### config.mk
export PLATFORM = sky130hd
export DESIGN_NAME = kernel_mem_ctrl
export DESIGN_NICKNAME = d
export VERILOG_FILES = /design/src/rtl/kernel_pkg.sv /design/src/rtl/kernel_mem_ctrl.sv
export SDC_FILE = /design/constraint.sdc
export NUM_CORES = 1
export LEC_CHECK = 0
export ABC_AREA = 1
export BUFFER_PORTS_ARGS = -buffer_cell sky130_fd_sc_hd__buf_2
export CAP_MARGIN = 0
export CORE_MARGIN = 3
export CORE_UTILIZATION = 45
export CTS_CLUSTER_SIZE = 40
export DETAILED_ROUTE_END_ITERATION = 10
export PLACE_DENSITY = 0.65
export SYNTH_ARGS = -nofsm -noshare
export SYNTH_HDL_FRONTEND = slang
export SYNTH_SLANG_ARGS = --single-unit
### constraint.sdc
create_clock -name clk -period 5.85 [get_ports clk]
set_input_delay 0.8775 -clock clk [delete_from_list [all_inputs] [get_ports clk]]
set_output_delay 0.8775 -clock clk [all_outputs]
set_load 0.05 [all_outputs]
### src/rtl/kernel_pkg.sv
`default_nettype none
// ============================================================================
// kernel_pkg : command opcodes and sequencer state encoding for the kernel memory
// Revision   : 1.0 - initial release
// ============================================================================
package kernel_pkg;

  localparam logic KMC_OP_LOAD = 1'b0;
  localparam logic KMC_OP_RUN  = 1'b1;

  localparam int KMC_ST_W = 3;

  localparam logic [KMC_ST_W-1:0] KMC_ST_IDLE   = 3'd0;
  localparam logic [KMC_ST_W-1:0] KMC_ST_WCFG   = 3'd1;
  localparam logic [KMC_ST_W-1:0] KMC_ST_RCFG   = 3'd2;
  localparam logic [KMC_ST_W-1:0] KMC_ST_PRIME0 = 3'd3;
  localparam logic [KMC_ST_W-1:0] KMC_ST_PRIME1 = 3'd4;
  localparam logic [KMC_ST_W-1:0] KMC_ST_STREAM = 3'd5;

endpackage
`default_nettype wire

### src/rtl/kernel_mem_ctrl.sv
`default_nettype none
// ============================================================================
// kernel_mem_ctrl : LOAD/RUN sequencer and read-stream gate for kernel/bias memory
// Revision        : 1.0 - initial release
// ============================================================================
module kernel_mem_ctrl
  import kernel_pkg::*;
#(
  parameter int MEM_AWIDTH = 16,
  parameter int RPT_WIDTH  = 16
) (
  input  logic                  clk,
  input  logic                  rst,
  input  logic                  cmd_op_i,
  input  logic [MEM_AWIDTH-1:0] cmd_arg0_i,
  input  logic [MEM_AWIDTH-1:0] cmd_arg1_i,
  input  logic [RPT_WIDTH-1:0]  cmd_rpt_i,
  input  logic                  cmd_val_i,
  output logic                  cmd_rdy_o,
  output logic [MEM_AWIDTH-1:0] mem_wr_cfg_end_o,
  output logic                  mem_wr_cfg_set_o,
  output logic [MEM_AWIDTH-1:0] mem_rd_cfg_start_o,
  output logic [MEM_AWIDTH-1:0] mem_rd_cfg_end_o,
  output logic                  mem_rd_cfg_set_o,
  output logic                  mem_rd_data_rdy_o,
  output logic                  ker_val_o,
  input  logic                  ker_rdy_i,
  output logic                  ker_last_o,
  output logic                  run_done_o,
  output logic                  cmd_err_o
);

  localparam logic [MEM_AWIDTH-1:0] c_aw_one  = MEM_AWIDTH'(1);
  localparam logic [RPT_WIDTH-1:0]  c_rpt_one = RPT_WIDTH'(1);

  logic [KMC_ST_W-1:0]   state_q, state_d;
  logic [MEM_AWIDTH-1:0] wr_end_q, wr_end_d;
  logic [MEM_AWIDTH-1:0] rd_start_q, rd_start_d;
  logic [MEM_AWIDTH-1:0] rd_end_q, rd_end_d;
  logic [MEM_AWIDTH-1:0] pass_len_q, pass_len_d;
  logic [MEM_AWIDTH-1:0] wcnt_q, wcnt_d;
  logic [RPT_WIDTH-1:0]  rpt_q, rpt_d;
  logic [RPT_WIDTH-1:0]  pass_q, pass_d;
  logic                  cmd_err_q, cmd_err_d;
  logic                  run_done_q, run_done_d;

  logic w_accept, w_pop, w_final;

  assign w_accept = cmd_val_i & cmd_rdy_o;
  assign w_pop    = ker_val_o & ker_rdy_i;
  // A zero-length window makes every word the end of a pass.
  assign ker_last_o = ker_val_o & ((pass_len_q == '0) | (wcnt_q == pass_len_q - c_aw_one));
  assign w_final  = w_pop & ker_last_o & (pass_q == rpt_q - c_rpt_one);

  assign mem_rd_data_rdy_o  = w_pop;
  assign mem_wr_cfg_end_o   = wr_end_q;
  assign mem_rd_cfg_start_o = rd_start_q;
  assign mem_rd_cfg_end_o   = rd_end_q;
  assign run_done_o         = run_done_q;
  assign cmd_err_o          = cmd_err_q;

  always_ff @(posedge clk) begin
    if (rst) state_q <= KMC_ST_IDLE;
    else     state_q <= state_d;
  end

  always_comb begin
    state_d = state_q;
    case (state_q)
      KMC_ST_IDLE: begin
        if (w_accept) begin
          if (cmd_op_i == KMC_OP_RUN)  state_d = KMC_ST_RCFG;
          else if (cmd_arg0_i != '0)   state_d = KMC_ST_WCFG;
        end
      end
      KMC_ST_WCFG:   state_d = KMC_ST_IDLE;
      KMC_ST_RCFG:   state_d = KMC_ST_PRIME0;
      KMC_ST_PRIME0: state_d = KMC_ST_PRIME1;
      KMC_ST_PRIME1: state_d = KMC_ST_STREAM;
      KMC_ST_STREAM: if (w_final) state_d = KMC_ST_IDLE;
      default:       state_d = KMC_ST_IDLE;
    endcase
  end

  always_comb begin
    cmd_rdy_o        = 1'b0;
    mem_wr_cfg_set_o = 1'b0;
    mem_rd_cfg_set_o = 1'b0;
    ker_val_o        = 1'b0;
    case (state_q)
      KMC_ST_IDLE:   cmd_rdy_o        = 1'b1;
      KMC_ST_WCFG:   mem_wr_cfg_set_o = 1'b1;
      KMC_ST_RCFG:   mem_rd_cfg_set_o = 1'b1;
      KMC_ST_STREAM: ker_val_o        = 1'b1;
      default: ;
    endcase
  end

  always_comb begin
    wr_end_d   = wr_end_q;
    rd_start_d = rd_start_q;
    rd_end_d   = rd_end_q;
    pass_len_d = pass_len_q;
    rpt_d      = rpt_q;
    wcnt_d     = wcnt_q;
    pass_d     = pass_q;
    cmd_err_d  = 1'b0;
    run_done_d = w_final;
    if (w_accept && cmd_op_i == KMC_OP_LOAD) begin
      wr_end_d  = wr_end_q + cmd_arg0_i;
      cmd_err_d = (cmd_arg0_i == '0);
    end
    if (w_accept && cmd_op_i == KMC_OP_RUN) begin
      rd_start_d = cmd_arg0_i;
      rd_end_d   = cmd_arg1_i;
      pass_len_d = cmd_arg1_i - cmd_arg0_i;
      rpt_d      = (cmd_rpt_i == '0) ? c_rpt_one : cmd_rpt_i;
      wcnt_d     = '0;
      pass_d     = '0;
    end
    if (w_pop) begin
      if (ker_last_o) begin
        wcnt_d = '0;
        pass_d = pass_q + c_rpt_one;
      end else begin
        wcnt_d = wcnt_q + c_aw_one;
      end
    end
  end

  always_ff @(posedge clk) begin
    if (rst) begin
      wr_end_q   <= '0;
      rd_start_q <= '0;
      rd_end_q   <= '0;
      pass_len_q <= '0;
      rpt_q      <= c_rpt_one;
      wcnt_q     <= '0;
      pass_q     <= '0;
      cmd_err_q  <= 1'b0;
      run_done_q <= 1'b0;
    end else begin
      wr_end_q   <= wr_end_d;
      rd_start_q <= rd_start_d;
      rd_end_q   <= rd_end_d;
      pass_len_q <= pass_len_d;
      rpt_q      <= rpt_d;
      wcnt_q     <= wcnt_d;
      pass_q     <= pass_d;
      cmd_err_q  <= cmd_err_d;
      run_done_q <= run_done_d;
    end
  end

endmodule
`default_nettype wire

==> qor.csv, run 1 <==
metric;value;unit
CTS H-Tree Depth;4;
vias per inst;5.19;
fmax;270;MHz
Arrival @ worst endpoint;2.82;ns
Synth-to-Final Area Change;16.6;%
Cell Area, Synth;0.00784;mm²
Yosys top cell area share;29.9;%
Num Clock Sinks;117;
WL/cell;14.5;µm
Compound-Gate Fraction of Synth Area;15.5;%
total wire length;21.9;mm
Final min period;3.70;ns
initial antenna violation count;1;
Die Y;138;µm
Post-DRT Antenna Nets;0;
Async SR Flop Fraction;0;%
Clock Power Share;40.0;%
final hold violation count;0;
GPL Wtd Cong;0.917;
DRT Pass-1 Iters;5;
Adder-Cell Fraction of Synth Area;5.94;%
non-filler instance count after layout;1511;
Num CTS Buffers;17;
synth unique cells;46;
Yosys warning count;0;
Synth Area in Simple Gates;30.7;%
Initial Util;46.6;%
Combinational Power Share;26.5;%
crit end category;primary output;
GRT Resource Usage Total;23.5;%
total power;0.00268;W
TritonCTS clock tree;built;
measured slew at the worst slew-check pin;0.853;ns
fin nets;1370;
outcome;completed;
worst skew pair latency;0.42;ns
Seq cells post-synth;117;
grt ovf;0;
switch share;34.0;%
placed cell area;0.00854;mm²
IO Pins;109;
Slew Limit Fails;0;
I/O Buffers;108;
Primary FF master, synth;dfxtp_1;
CP max stage delay;0.34;ns
Internal Power;0.00177;W
Syn Nets;1276;
Critical Path Start Type;register;
Fillers;1702;
Post-Syn Instances;1187;
Max-cap violations;0;
top cells by area, synth;dfxtp_1, nand2_1, nor2_1, inv_1, xor2_1;
Placed Cells incl. Taps;1482;
Rel. slew slack;43.1;%
setup bufs post-CTS;0;
post_cts resized;0;
crit-path cells;inv_1 -> ha_1 -> nand2_1 -> nor2_1 -> nand3_1 -> clkinv_1 -> nor2_1 -> or2_1 -> nor2_1 -> nand3_1 -> o21ai_2 -> nand2_1 -> inv_1 -> buf_2;
CP max stage cell;dfxtp_1;
Rows;47;
post-synthesis sequential area ratio;29.9;%
Post-synth EDFFs;0;
Synth Area in XOR/XNOR;9.01;%
Util after Layout;54.3;%
share of cells above drive strength 1;14.0;%
first-pass GRT wire length;35.7;mm
crit path max fanout;5;
fraction of power consumed by sequential logic;33.5;%
worst endpoint required time;4.97;ns
clock skew;0.00846;ns
final instance area;0.00914;mm²
# hold bufs at CTS;0;
area of the die;0.0190;mm²
Worst VDD drop;0.000215;V
post-synthesis mux area share;0;%
largest net degree at the start of global routing;80;
DRC Markers;0;
dpl hpwl;16.1;mm
number of global-route vias before repair;7343;
combinational family with the most area after synthesis;simple AND/OR/NAND/NOR gates;
Hold WC Path Type;reg2reg;
Std-Cell Core Area;0.0168;mm²
Final Cycle Share;63.2;%
Synth Area per Inst;6.60;µm²
initial DRC count;581;
clk root buf;clkbuf_16;
power per cell area;293;mW/mm²
Yosys top cell by area;dfxtp_1;
crit path kind;reg2out;
CP most frequent cell;nor2_1;
unrepaired setup endpoints after global routing;no;
P_sw;0.000911;W
clk buf depth;2;
routed via count;7840;
Final setup viols;0;
setup total negative slack;0;ns
clock slew seen by the registers of the worst setup and hold paths;0.06;ns
# diodes;0;
DIE WIDTH;138;µm
Lkg Pwr;4.44;nW
==> power groups by stage <==
stage	clock, W	sequential [W]	combinational [W]
CTS	0.00109	0.000897	0.000710
global route	0.00111	0.000905	0.000795
global placement	0	0.000913	0.000699
detailed placement	0	0.000912	0.000704
finish	0.00107	0.000898	0.000712
floorplan	0	0.00101	0.000436
==> flip-flops by register name, indices dropped and copies added, names as in the netlist <==
signal / count
rpt_q: 16
pass_len_q: 16
run_done_o: 1
wcnt_q: 16
cmd_err_o: 1
mem_rd_cfg_end_o: 16
state_q: 3
pass_q: 16
mem_wr_cfg_end_o: 16
mem_rd_cfg_start_o: 16
==> layout by cell type, fill, tap and decap left out, drive strengths merged <==
master / netlist / final
o221a: 1 / 1
clkbuf: 31 / 21
a211oi: 5 / 5
o21bai: 6 / 6
xnor2: 24 / 24
o31ai: 3 / 3
nand3: 73 / 73
a31oi: 2 / 2
clkinvlp: 0 / 3
clkinv: 3 / 6
bufinv: 0 / 3
and3: 2 / 2
fa: 2 / 2
nor3: 16 / 16
o21a: 8 / 8
o22ai: 2 / 2
buf: 9 / 115
ha: 34 / 34
a21boi: 5 / 5
xnor3: 1 / 1
or2: 6 / 6
a21oi: 87 / 87
or3b: 1 / 1
o211ai: 3 / 3
xor2: 54 / 54
o2111ai: 2 / 2
nor4: 12 / 12
nand2: 237 / 237
o21ai: 93 / 93
inv: 137 / 136
nand4: 20 / 20
nand3b: 7 / 7
dfxtp: 117 / 117
nor2: 184 / 184
==> metal layers <==
| metal | track usage (%) | routed length, µm | vias up |
|---|---|---|---|
| met4 | 6.59 | 295 | 2 |
| met1 | 33.0 | 10800 | 3556 |
| met3 | 5.41 | 1170 | 26 |
| li1 | - | - | 4048 |
| met5 | 0 | 13 | - |
| met2 | 36.0 | 9560 | 208 |
==> per-stage QoR <==
step	setup WS, ns	hold slack [ns]
finish	2.15	0.496
global route	1.85	0.518
CTS	2.13	0.500
detailed placement	2.52	0.488
global placement	2.58	0.487
floorplan	2.91	0.463
==> cells by family after synthesis <==
kind of cell               Yosys count
AOI/OAI and AO/OA                  217
xor gates and xnor gates            79
adders and majority gates           36
buffers and inverters              180
DFF                                117
and+or+nand+nor                    558
==> critical path, delay by kind of cell, from the launching register on <==
kind,cells,cell delay (ns)
AOI/OAI and AO/OA,1,0.29
adders and majority gates,1,0.26
buffers and inverters,4,0.53
DFF,1,0.34
and+or+nand+nor,8,0.97
==> worst paths after layout <==
check                to  cells after the start  slack [ns]           from
min            rpt_q[1]                      2        0.50       rpt_q[1]
max          ker_last_o                     14        2.15  pass_len_q[0]
max reg2reg   wcnt_q[0]                      9        3.13     state_q[0]
min reg2reg    rpt_q[1]                      2        0.50       rpt_q[1]
==> synth_stat cells, drive strengths merged, types with 6 or more instances <==
| master | number |
|---|---|
| inv | 137 |
| xor2 | 54 |
| nand3 | 73 |
| a21oi | 87 |
| nand4 | 20 |
| nand2 | 237 |
| o21bai | 6 |
| nor4 | 12 |
| clkbuf | 31 |
| o21ai | 93 |
| dfxtp | 117 |
| nor2 | 184 |
| buf | 9 |
| ha | 34 |
| nor3 | 16 |
| o21a | 8 |
| xnor2 | 24 |
| or2 | 6 |
| nand3b | 7 |
==> cell type report <==
type	instances	area (µm²)	share of cell area, %
Clock buffer	21	470	5.15
Clock inverter	8	126	1.38
Inverter	140	527	5.77
Multi-Input combinational cell	890	4800	52.6
Sequential cell	117	2340	25.6
Tap cell	220	275	3.01
Timing Repair Buffer	115	593	6.49
Power figures use the tool's default switching activity.
==> inputs of run 2 (changes only) <==
--- a/config.mk
+++ b/config.mk
@@ -12,7 +12,7 @@
 export CORE_UTILIZATION = 45
 export CTS_CLUSTER_SIZE = 40
 export DETAILED_ROUTE_END_ITERATION = 10
-export PLACE_DENSITY = 0.65
+export PLACE_DENSITY = 0.68
 export SYNTH_ARGS = -nofsm -noshare
 export SYNTH_HDL_FRONTEND = slang
 export SYNTH_SLANG_ARGS = --single-unit
==> constraint.sdc (replaced) <==
create_clock -name clk -period 3.35 [get_ports clk]
set_input_delay 0.5025 -clock clk [delete_from_list [all_inputs] [get_ports clk]]
set_output_delay 0.5025 -clock clk [all_outputs]
set_load 0.05 [all_outputs]
==> run 2 against run 1 <==
Flip-flop and latch count unchanged. Combinational power is 74% higher. Cell count rose by 0.20%. Count of clock-buffer cells in the layout is 2 lower. Register-to-register slack worse by 2.4 ns. Clock power increased by 64%. First-iteration DRC count is 6.2% lower. Global-route usage is essentially flat. Routed wire length increased by 0.14%. Via count about the same. Setup slack lost 1.9 ns. Clock skew barely moved.
==> qor.csv, run 2 (synthesized netlist as in run 1, its figures left out) <==
metric;value;unit
Post-DRT Antenna Nets;0;
Final Cycle Share;92.3;%
Lkg Pwr;4.43;nW
most frequent cells in the layout;nand2_1, nor2_1, inv_1, dfxtp_1, buf_2;
Synth-to-Final Area Change;16.4;%
fin nets;1370;
Worst VDD drop;0.000401;V
DRC Markers;0;
Num CTS Buffers;17;
Final WS setup;0.259;ns
clk root buf;clkbuf_16;
Critical Path Start Type;register;
crit path kind;reg2out;
Slew Limit Fails;0;
DRT Pass-1 Iters;5;
area of the die;0.0190;mm²
GRT Resource Usage Total;23.5;%
share of cells above drive strength 1;14.5;%
worst skew pair latency;0.42;ns
worst hold slack;0.326;ns
R2R Setup Slk;0.68;ns
Num Clock Sinks;117;
first-pass GRT wire length;35.6;mm
routed via count;7838;
P_sw;0.00164;W
total wire length;21.9;mm
IO Pins;109;
Final min period;3.09;ns
GPL Wtd Cong;0.902;
clock slew seen by the registers of the worst setup and hold paths;0.06;ns
# diodes;0;
switch share;35.9;%
crit path max fanout;5;
Hold Crit Depth;3;
Clock Power Share;38.4;%
WL/cell;14.5;µm
initial DRC count;545;
CTS H-Tree Depth;4;
worst r2r src;mem_wr_cfg_end_o[0];
Rows;47;
Internal Power;0.00292;W
R2R depth;13;
crit end category;primary output;
clock skew;0.00798;ns
Min-Delay Endpoint;rpt_q[7];
Combinational Power Share;27.3;%
clk buf depth;2;
worst endpoint required time;2.85;ns
final hold violation count;0;
Std-Cell Core Area;0.0168;mm²
largest net degree at the start of global routing;79;
Final setup viols;0;
number of global-route vias before repair;7197;
Hold WC Path Type;in2reg;
Max-cap violations;0;
DP Worst Slack;0.428;ns
DIE WIDTH;138;µm
Die Y;138;µm
Fillers;1707;
fraction of power consumed by sequential logic;34.4;%
TritonCTS clock tree;built;
setup bufs post-CTS;0;
I/O Buffers;108;
Rel. slew slack;45.4;%
grt ovf;0;
Arrival @ worst endpoint;2.59;ns
worst hold path startpoint;cmd_rpt_i[7];
Initial Util;46.6;%
power per cell area;500;mW/mm²
commonest non-fill, non-tap cell in the layout;nand2_1;
measured slew at the worst slew-check pin;0.818;ns
fmax;324;MHz
vias per inst;5.18;
outcome;completed;
FF-to-FF End;mem_wr_cfg_end_o[12];
dpl hpwl;16.1;mm
initial antenna violation count;0;
## run 2: how the worst max path moves through the flow
stage | from | to | slack, ns | depth (start not counted)
after floorplan | mem_wr_cfg_end_o[0] | mem_wr_cfg_end_o[12] | 0.63 | 13
after global placement | cmd_arg0_i[2] | mem_wr_cfg_end_o[13] | 0.51 | 13
after detailed placement | cmd_arg0_i[0] | mem_wr_cfg_end_o[12] | 0.43 | 14
after CTS | pass_len_q[0] | ker_last_o | 0.1 | 14
after global routing | pass_len_q[0] | ker_last_o | -0.008 | 14
final | pass_len_q[0] | ker_last_o | 0.26 | 14
## run 2: layer usage
metal	track usage [%]	wire length [µm]	vias up
met5	0	0	-
met4	6.92	363	0
met3	5.15	1140	32
met2	37.7	10000	170
met1	31.7	10400	3573
li1	-	-	4063
## run 2: layout make-up
cell class                 count  area (µm²)  area share (%)
clock buffer                  19         443            4.85
clock inverter                13         126            1.39
inverter                     140         527            5.77
multi-input combinational    890        4810            52.8
sequential                   117        2340            25.7
tap                          220         275            3.02
timing repair buffer         115         596            6.53
## run 2: per-stage QoR
step,instances,area [µm²],utilization (%),power (W),TNS (ns)
after detailed placement,1482,8540,50.8,0.00282,0
after global routing,1514,9120,54.2,0.00480,-0.00807
final,1514,9120,54.2,0.00456,0
after floorplan,1187,7840,-,0.00252,0
after CTS,1514,9110,54.2,0.00457,0
after global placement,1482,8540,50.8,0.00281,0
## run 2: timing repair
| item | CTS | global route |
|---|---|---|
| endpoints found under the setup margin | 0 | 1 |
| gates resized for setup | 0 | 4 |
| endpoints found under the hold margin | 0 | 0 |
| hold buffers | 0 | 0 |
## run 2: critical path, cell delays in order (launching register included)
cell      delay [ns]
dfxtp_1         0.34
inv_1           0.12
ha_2            0.23
nand2_1         0.09
nor2_2          0.13
nand3_1         0.11
clkinv_1        0.09
nor2_1          0.04
or2_1           0.21
nor2_1          0.08
nand3_1         0.11
o21ai_4         0.25
nand2_1         0.08
inv_1           0.06
clkbuf_4        0.22
## run 2: power groups by stage
| stage | Sequential (W) | Clock [W] | Combinational, W |
|---|---|---|---|
| after floorplan | 0.00176 | 0 | 0.000762 |
| after global placement | 0.00159 | 0 | 0.00122 |
| after detailed placement | 0.00159 | 0 | 0.00123 |
| after CTS | 0.00157 | 0.00177 | 0.00124 |
| after global routing | 0.00158 | 0.00184 | 0.00139 |
| final | 0.00157 | 0.00175 | 0.00124 |
==> inputs of run 3 (changes only) <==
--- a/config.mk
+++ b/config.mk
@@ -8,11 +8,15 @@
 export ABC_AREA = 1
 export BUFFER_PORTS_ARGS = -buffer_cell sky130_fd_sc_hd__buf_2
 export CAP_MARGIN = 0
+export CELL_PAD_IN_SITES_DETAIL_PLACEMENT = 1
+export CELL_PAD_IN_SITES_GLOBAL_PLACEMENT = 1
 export CORE_MARGIN = 3
-export CORE_UTILIZATION = 45
+export CORE_UTILIZATION = 37
 export CTS_CLUSTER_SIZE = 40
 export DETAILED_ROUTE_END_ITERATION = 10
-export PLACE_DENSITY = 0.68
+export PLACE_DENSITY = 0.77
+export REMOVE_ABC_BUFFERS = 1
+export SETUP_SLACK_MARGIN = 0.5
 export SYNTH_ARGS = -nofsm -noshare
 export SYNTH_HDL_FRONTEND = slang
 export SYNTH_SLANG_ARGS = --single-unit
==> run 3 against run 2 <==
Sequential share of layout area shrank 0.66 points. Fmax grew 9.2%. Die area grew 21%. Core utilization shrank 8.4 points. Hold slack lost 0.011 ns. Flip-flop and latch count is the same.
==> qor.csv, run 3 (synthesized netlist as in run 1, its figures left out) <==
metric;value;unit
outcome;completed;
number of global-route vias before repair;8584;
WL/cell;16.7;µm
Die Y;152;µm
most frequent cells in the layout;nand2_1, nor2_1, inv_1, dfxtp_1, buf_2;
power per cell area;510;mW/mm²
Arrival @ worst endpoint;2.33;ns
area of the die;0.0230;mm²
clock slew seen by the registers of the worst setup and hold paths;0.06;ns
setup total negative slack;0;ns
Num CTS Buffers;17;
share of cells above drive strength 1;16.8;%
worst endpoint required time;2.85;ns
IO Pins;109;
Lkg Pwr;4.50;nW
dpl hpwl;19.1;mm
Max-cap violations;0;
Std-Cell Core Area;0.0205;mm²
GRT Resource Usage Total;23.5;%
Num Clock Sinks;117;
M1 wire length;11.3;mm
measured slew at the worst slew-check pin;0.873;ns
first-pass GRT wire length;43.2;mm
met3 wire len;1.14;mm
vias per inst;5.19;
crit path max fanout;5;
I/O Buffers;108;
# hold bufs at CTS;0;
Rows;52;
crit end category;primary output;
clk root buf;clkbuf_16;
DRT Pass-1 Iters;5;
clk buf depth;2;
Final Cycle Share;84.5;%
worst skew pair latency;0.43;ns
Final WS setup;0.520;ns
TritonCTS clock tree;built;
Final min period;2.83;ns
Slew Limit Fails;0;
GPL Wtd Cong;0.878;
Rel. slew slack;41.7;%
fin nets;1384;
clock skew;0.00941;ns
# diodes;0;
max layer used;met4;
Critical Path Start Type;register;
Fillers;2756;
crit path kind;reg2out;
Initial Util;38.2;%
DR WL met2;13.5;mm
Post-DRT Antenna Nets;0;
largest net degree at the start of global routing;79;
CTS H-Tree Depth;4;
initial DRC count;315;
grt ovf;0;
Final setup viols;0;
commonest non-fill, non-tap cell in the layout;nand2_1;
fmax;353;MHz
DRC Markers;0;
Synth-to-Final Area Change;19.9;%
Hold WC Path Type;in2reg;
total power;0.00479;W
initial antenna violation count;0;
final hold violation count;0;
DIE WIDTH;152;µm
routed via count;8189;
Worst VDD drop;0.000319;V
DP Worst Slack;0.454;ns
unrepaired setup endpoints after global routing;yes;
total wire length;26.4;mm
[run 3: cell count changes in the layout (fill, tap and decap cells not counted), sizes merged]
cell      change
buf          +15
clkbuf        -2
bufinv        +1
clkinv        -1
clkinvlp      +1
[run 3: worst paths after layout]
kind         cells past startpoint           startpoint                    to  slack, ns
max                             12        pass_len_q[0]            ker_last_o       0.52
min                              3        cmd_rpt_i[12]             rpt_q[12]       0.32
max reg2reg                     12  mem_wr_cfg_end_o[2]  mem_wr_cfg_end_o[13]       0.73
min reg2reg                      2           wcnt_q[15]            wcnt_q[15]       0.51
[run 3: per-layer routing]
metal / vias up / global-route usage (%)
met1: 3926 / 27.8
met3: 33 / 4.25
met2: 150 / 43.1
li1: 4080 / -
met5: - / 0
met4: 0 / 6.92
[run 3: critical path, stage by stage (launching register included)]
cell and delay, ns:
dfxtp_4 0.36, inv_4 0.07, ha_4 0.15, nand2_2 0.11, nor2_4 0.19, xor2_1 0.11, or2_1 0.22, nor2_1 0.11
nand3_1 0.10, o21ai_2 0.20, nand2_2 0.09, inv_2 0.07, buf_8 0.14
[run 3: cell type report]
type | instances | area (µm²) | share of cell area [%]
multi-input cells | 890 | 4870 | 51.9
flip-flops and latches | 117 | 2350 | 25.0
repair buffers | 129 | 708 | 7.54
inverters | 140 | 532 | 5.66
clock buffers | 18 | 439 | 4.67
well taps | 270 | 338 | 3.60
clock inverters | 14 | 155 | 1.65
[run 3: stage by stage]
| step | area, µm² | util [%] | hold WS (ns) | cells |
|---|---|---|---|---|
| floorplan | 7660 | - | 0.461 | 1147 |
| global placement | 8610 | 42.0 | 0.490 | 1533 |
| detailed placement | 8610 | 42.0 | 0.499 | 1533 |
| CTS | 9340 | 45.5 | 0.306 | 1575 |
| global route | 9400 | 45.8 | 0.325 | 1578 |
| finish | 9400 | 45.8 | 0.315 | 1578 |
[run 3: power breakdown]
group          internal, W  switching (W)  leakage [nW]
registers          0.00149      0.0000845         0.958
logic             0.000438       0.000925          3.27
clock network      0.00112       0.000743         0.275
total              0.00304        0.00175          4.50
[run 3: timing repair]
action / CTS / global route
pin swaps: 8 / 8
setup endpoints to repair: 1 / 17
gates resized for setup: 20 / 14
gates cloned: 0 / 0
setup buffers: 10 / 3
